**config.mk**
```make
export PLATFORM = sky130hd
export DESIGN_NAME = writeback_stage
export DESIGN_NICKNAME = d
export VERILOG_FILES = /design/src/rtl/mips_pkg.sv /design/src/rtl/load_align.sv /design/src/rtl/writeback_stage.sv
export SDC_FILE = /design/constraint.sdc
export NUM_CORES = 1
export LEC_CHECK = 0
export CAP_MARGIN = 20
export CORE_ASPECT_RATIO = 0.9
export CORE_UTILIZATION = 35
export DETAILED_ROUTE_END_ITERATION = 16
export PLACE_DENSITY = 0.67
export SLEW_MARGIN = 20
export SYNTH_ARGS = -nofsm -noshare
export SYNTH_HDL_FRONTEND = slang
export SYNTH_SLANG_ARGS = --single-unit
```
**constraint.sdc**
```tcl
create_clock -name clk -period 2.2 [get_ports clk]
set_input_delay 0.44 -clock clk [delete_from_list [all_inputs] [get_ports clk]]
set_output_delay 0.44 -clock clk [all_outputs]
set_load 0.02 [all_outputs]
```
**src/rtl/mips_pkg.sv**
```systemverilog
// Shared MIPS core encodings: write-back source select, load types and
// special register numbers.
package mips_pkg;

    localparam int DATA_W = 32;

    localparam logic [1:0] WB_SEL_ALU  = 2'd0;
    localparam logic [1:0] WB_SEL_LOAD = 2'd1;
    localparam logic [1:0] WB_SEL_LINK = 2'd2;

    localparam logic [2:0] LD_LW  = 3'd0;
    localparam logic [2:0] LD_LH  = 3'd1;
    localparam logic [2:0] LD_LHU = 3'd2;
    localparam logic [2:0] LD_LB  = 3'd3;
    localparam logic [2:0] LD_LBU = 3'd4;

    localparam logic [4:0] REG_ZERO = 5'd0;
    localparam logic [4:0] LINK_REG = 5'd31;

endpackage

```
**src/rtl/load_align.sv**
```systemverilog
// Load data formatter: picks the byte/halfword addressed by the low address
// bits out of the raw memory word, extends it, and flags misaligned accesses.
module load_align
    import mips_pkg::*;
#(
    parameter bit BIG_ENDIAN = 1'b1
) (
    input  logic [2:0]        load_type,
    input  logic [1:0]        off,
    input  logic [DATA_W-1:0] raw,
    output logic [DATA_W-1:0] data,
    output logic              misaligned
);

    function automatic logic [DATA_W-1:0] sext8(input logic signed [7:0] b);
        return {{(DATA_W-8){b[7]}}, b};
    endfunction

    function automatic logic [DATA_W-1:0] sext16(input logic signed [15:0] h);
        return {{(DATA_W-16){h[15]}}, h};
    endfunction

    logic [1:0]  lane;
    logic [7:0]  byte_sel;
    logic [15:0] half_sel;

    always_comb begin
        // lane counts byte positions from the LSB of the word
        lane = BIG_ENDIAN ? ~off : off;
        case (lane)
            2'd0:    byte_sel = raw[7:0];
            2'd1:    byte_sel = raw[15:8];
            2'd2:    byte_sel = raw[23:16];
            default: byte_sel = raw[31:24];
        endcase
        half_sel = (off[1] ^ BIG_ENDIAN) ? raw[31:16] : raw[15:0];

        data       = raw;
        misaligned = (off != 2'd0);
        case (load_type)
            LD_LH: begin
                data       = sext16(half_sel);
                misaligned = off[0];
            end
            LD_LHU: begin
                data       = {16'd0, half_sel};
                misaligned = off[0];
            end
            LD_LB: begin
                data       = sext8(byte_sel);
                misaligned = 1'b0;
            end
            LD_LBU: begin
                data       = {24'd0, byte_sel};
                misaligned = 1'b0;
            end
            default: ;
        endcase
    end

endmodule

```
**src/rtl/writeback_stage.sv**
```systemverilog
// MEM/WB pipeline register with write-back result selection, misaligned-load
// reporting and a retired-instruction counter.
module writeback_stage
    import mips_pkg::*;
#(
    parameter bit BIG_ENDIAN = 1'b1,
    parameter int CNT_W      = 32
) (
    input  logic              clk,
    input  logic              rst_n,
    input  logic              mem_valid,
    input  logic              mem_reg_write,
    input  logic [4:0]        mem_dest,
    input  logic [1:0]        mem_wb_sel,
    input  logic [2:0]        mem_load_type,
    input  logic [DATA_W-1:0] mem_alu_result,
    input  logic [DATA_W-1:0] mem_load_data,
    input  logic [DATA_W-1:0] mem_pc_plus4,
    input  logic              flush,
    output logic              regWrite,
    output logic [4:0]        write_reg,
    output logic [DATA_W-1:0] write_data_reg,
    output logic              wb_valid,
    output logic              misalign_err,
    output logic [DATA_W-1:0] bad_vaddr,
    output logic [CNT_W-1:0]  retire_count
);

    logic              take_p0;
    logic              load_mis_p0;
    logic              misaligned_p0;
    logic [DATA_W-1:0] load_fmt_p0;
    logic [DATA_W-1:0] wdata_p0;

    logic              vld_p1;
    logic              rw_p1;
    logic              merr_p1;
    logic [4:0]        wreg_p1;
    logic [DATA_W-1:0] wdata_p1;
    logic [DATA_W-1:0] bad_p1;
    logic [CNT_W-1:0]  cnt_p1;

    load_align #(
        .BIG_ENDIAN (BIG_ENDIAN)
    ) u_load_align (
        .load_type  (mem_load_type),
        .off        (mem_alu_result[1:0]),
        .raw        (mem_load_data),
        .data       (load_fmt_p0),
        .misaligned (load_mis_p0)
    );

    // Stage p0: MEM-side result selection
    always_comb begin
        take_p0       = mem_valid & ~flush;
        misaligned_p0 = (mem_wb_sel == WB_SEL_LOAD) & load_mis_p0;
        case (mem_wb_sel)
            WB_SEL_LOAD: wdata_p0 = load_fmt_p0;
            WB_SEL_LINK: wdata_p0 = mem_pc_plus4 + 32'd4;
            default:     wdata_p0 = mem_alu_result;
        endcase
    end

    // Stage p1: WB register
    always_ff @(posedge clk or negedge rst_n) begin
        if (!rst_n) begin
            vld_p1   <= 1'b0;
            rw_p1    <= 1'b0;
            merr_p1  <= 1'b0;
            wreg_p1  <= 5'd0;
            wdata_p1 <= '0;
            bad_p1   <= '0;
            cnt_p1   <= '0;
        end else begin
            vld_p1  <= take_p0;
            rw_p1   <= take_p0 & mem_reg_write & (mem_dest != REG_ZERO) & ~misaligned_p0;
            merr_p1 <= take_p0 & misaligned_p0;
            if (take_p0) begin
                wreg_p1  <= mem_dest;
                wdata_p1 <= wdata_p0;
            end
            if (take_p0 & misaligned_p0)
                bad_p1 <= mem_alu_result;
            if (take_p0 & ~misaligned_p0)
                cnt_p1 <= cnt_p1 + CNT_W'(1);
        end
    end

    assign wb_valid       = vld_p1;
    assign regWrite       = rw_p1;
    assign misalign_err   = merr_p1;
    assign write_reg      = wreg_p1;
    assign write_data_reg = wdata_p1;
    assign bad_vaddr      = bad_p1;
    assign retire_count   = cnt_p1;

endmodule
```
==> metrics.cfg <==
[run_status]
status=finished clean

[yosys]
ys_seq_area_share_pct=42.5
synth_commonest_cells=dfrtp_1 (104), nand2_1 (57), o21ai_0 (42)
synth_edf_count=0
ys.flop_type=dfrtp_1
yosys_warnings=0
synth_area_leaders=dfrtp_1 (43%), mux2_2 (5.9%), xnor2_1 (4.6%), nand2_1 (3.5%), o21ai_0 (3.4%)
synth_top_cell_by_area=dfrtp_1
synth.most_common_cell=dfrtp_1
yosys.area.top_type_share_pct=42.5
async_flop_share_pct=100
synthesis.area_mm2=0.00612
synth_cell_types=62
syn_avg_cell_area_um2=9.64
synth-seq-cells=104
syn_nets=750
postSynthCellCount=635

[critical_path]
critPathKind=input port to register
start_kind=input port
end_kind=register
required_ns=2.41
arrival_ns=2.38
crit_fanout=3

[global_routing]
grt_overflow=0
grt_pass1_wl_mm=34.2
grtUsageTotal_pct=24.9
antenna_found_initial=0
grt_max_degree=56
first_global_vias=6067

[clock_network]
clock-sinks=104
clock_latency_ns=0.34
cts.clk_slew.worst_paths_ns=0.07
tritoncts=done
clockBufferDepth=2
cts_buffers=9
h-tree-depth=3
root_buffer=clkbuf_16

[route]
met3_length_mm=1.72
wl_per_cell_um=18.8
wl_met2_mm=10.2
vias=6342
met1Wirelength_mm=10.3
routed_wl_mm=22.5
vias_per_cell=5.31
drt_iter0_drc=501
top_layer_used=met4
ant_nets=0
drt_first_pass_iters=7
drc=0

[placement]
numPortBuffers=214
place.detailed.hpwl_mm=17.8
pre_cts_ws_ns=-0.580
place_area_mm2=0.00939
gp_congestion=0.929

[timing]
setup_slack_ns=0.0236
maxSlewViolCount=0
timing.final.crit_share_pct=98.9
fmax_mhz=459
holdWs_ns=0.0348
min_period_ns=2.18
tightest_slew_ns=0.455
finalClockSkew_ns=0.00700
setup_violations=0
hold_viol_final=0
relSlewSlack_pct=69.4
tns_ns=0

[pwr]
powerDensity_mw_per_mm2=657
leakagePower_nw=4.23
ir_drop_mv=0.484

[job]
maxCapViolCount=0

[floorplan]
rows=45
die_area_mm2=0.0180
die_h_um=127
die_x_um=141
io-pin-count=215
coreArea_mm2=0.0170
start_util_pct=36.0

[min_path]
hold_path.class=input port to asynchronous set/reset pin

[layout]
area_growth_pct=62.2
drive_gt1_share_pct=22.9
nets=1071
final_area_mm2=0.00993
antenna_cells=0
fin_util_pct=58.4

==> critical path: stages <==
cell and delay (ns):
clkdlybuf4s50_1 0.44, mux4_2 0.53, and3_4 0.21, buf_4 0.13
or4_1 0.47, nand3_1 0.10, a21oi_1 0.06
==> placed cells by master, fill, tap and decap left out, drive strengths merged, types with 3 or more instances in the layout <==
cell type        n
or3             17
nand3           24
xor2            17
o21ai           57
clkinv           4
or2              4
nand2           57
inv             16
clkbuf          11
nor2b            5
a21oi           28
o211ai          11
a22o             3
a31oi           13
xnor2           32
and4             7
o31a             7
dlymetal6s2s    10
buf            135
nor2            21
clkdlybuf4s50  202
nand3b           4
a22oi            4
mux2            33
and3            11
a221o            3
a21o             5
mux4             8
nor4            14
a221oi          10
nand4           20
nand2b           9
nor3            12
o21a             5
a2bb2oi          4
ha               4
a21boi           3
mux2i            4
dfrtp          104
==> cell families (layout without fill, tap and decap cells) <==
family          count (synthesis)  in the layout  share of synthesized area, %
fa+ha+maj                       5              5                         0.981
simple gates                  210            210                          18.4
buf+inv                        56            381                          3.93
flops                         104            104                          42.5
mux                            45             45                          9.67
xor+xnor                       49             49                          7.01
compound gates                166            166                          17.5
==> path summary, 6_finish.rpt <==
path                                  start  slack, ns            endpoint  depth (start not counted)
setup / recovery           mem_load_data[7]       0.02  write_data_reg[14]                          7
hold / removal                        rst_n       0.03        write_reg[0]                          1
setup reg to reg            retire_count[3]       0.39    retire_count[24]                          5
hold reg to reg                write_reg[2]       0.48        write_reg[2]                          2
max in group asynchronous             rst_n       1.49  write_data_reg[26]                          2
min in group clk               write_reg[2]       0.48        write_reg[2]                          2
==> routing by layer <==
| layer | vias up | GRT usage [%] |
|---|---|---|
| met5 | - | 0 |
| li1 | 3004 | - |
| met4 | 0 | 4.55 |
| met2 | 256 | 39.1 |
| met1 | 3063 | 35.5 |
| met3 | 19 | 5.17 |
==> area by class of cell <==
type / instances / area, um2
repair buffers: 350 / 3260
flip-flops and latches: 104 / 2600
inverters: 16 / 60.1
clock inverters: 6 / 80.1
multi-input cells: 475 / 3400
well taps: 235 / 294
fillers: 1491 / 7080
clock buffers: 9 / 225
==> power by group <==
group	internal [mW]	switching, mW
Clock	0.895	0.747
Combinational	1.25	1.17
Sequential	2.24	0.227
Total	4.38	2.14
==> stage by stage <==
step	total power [mW]	std cells
2_1_floorplan	3.49	635
3_3_place_gp	4.86	1176
3_5_place_dp	4.88	1176
4_1_cts	6.55	1191
5_1_grt	6.84	1195
6_report	6.52	1195
==> what timing repair did <==
| item | 4_1_cts | 5_1_grt |
|---|---|---|
| setup endpoints to repair | 22 | 24 |
| cloned | 0 | 2 |
| pin swaps | 3 | 8 |
| hold buffers | 0 | 0 |
| resized for setup | 11 | 28 |
| buffers inserted | 0 | 2 |
(Power assumes the default switching activity.)
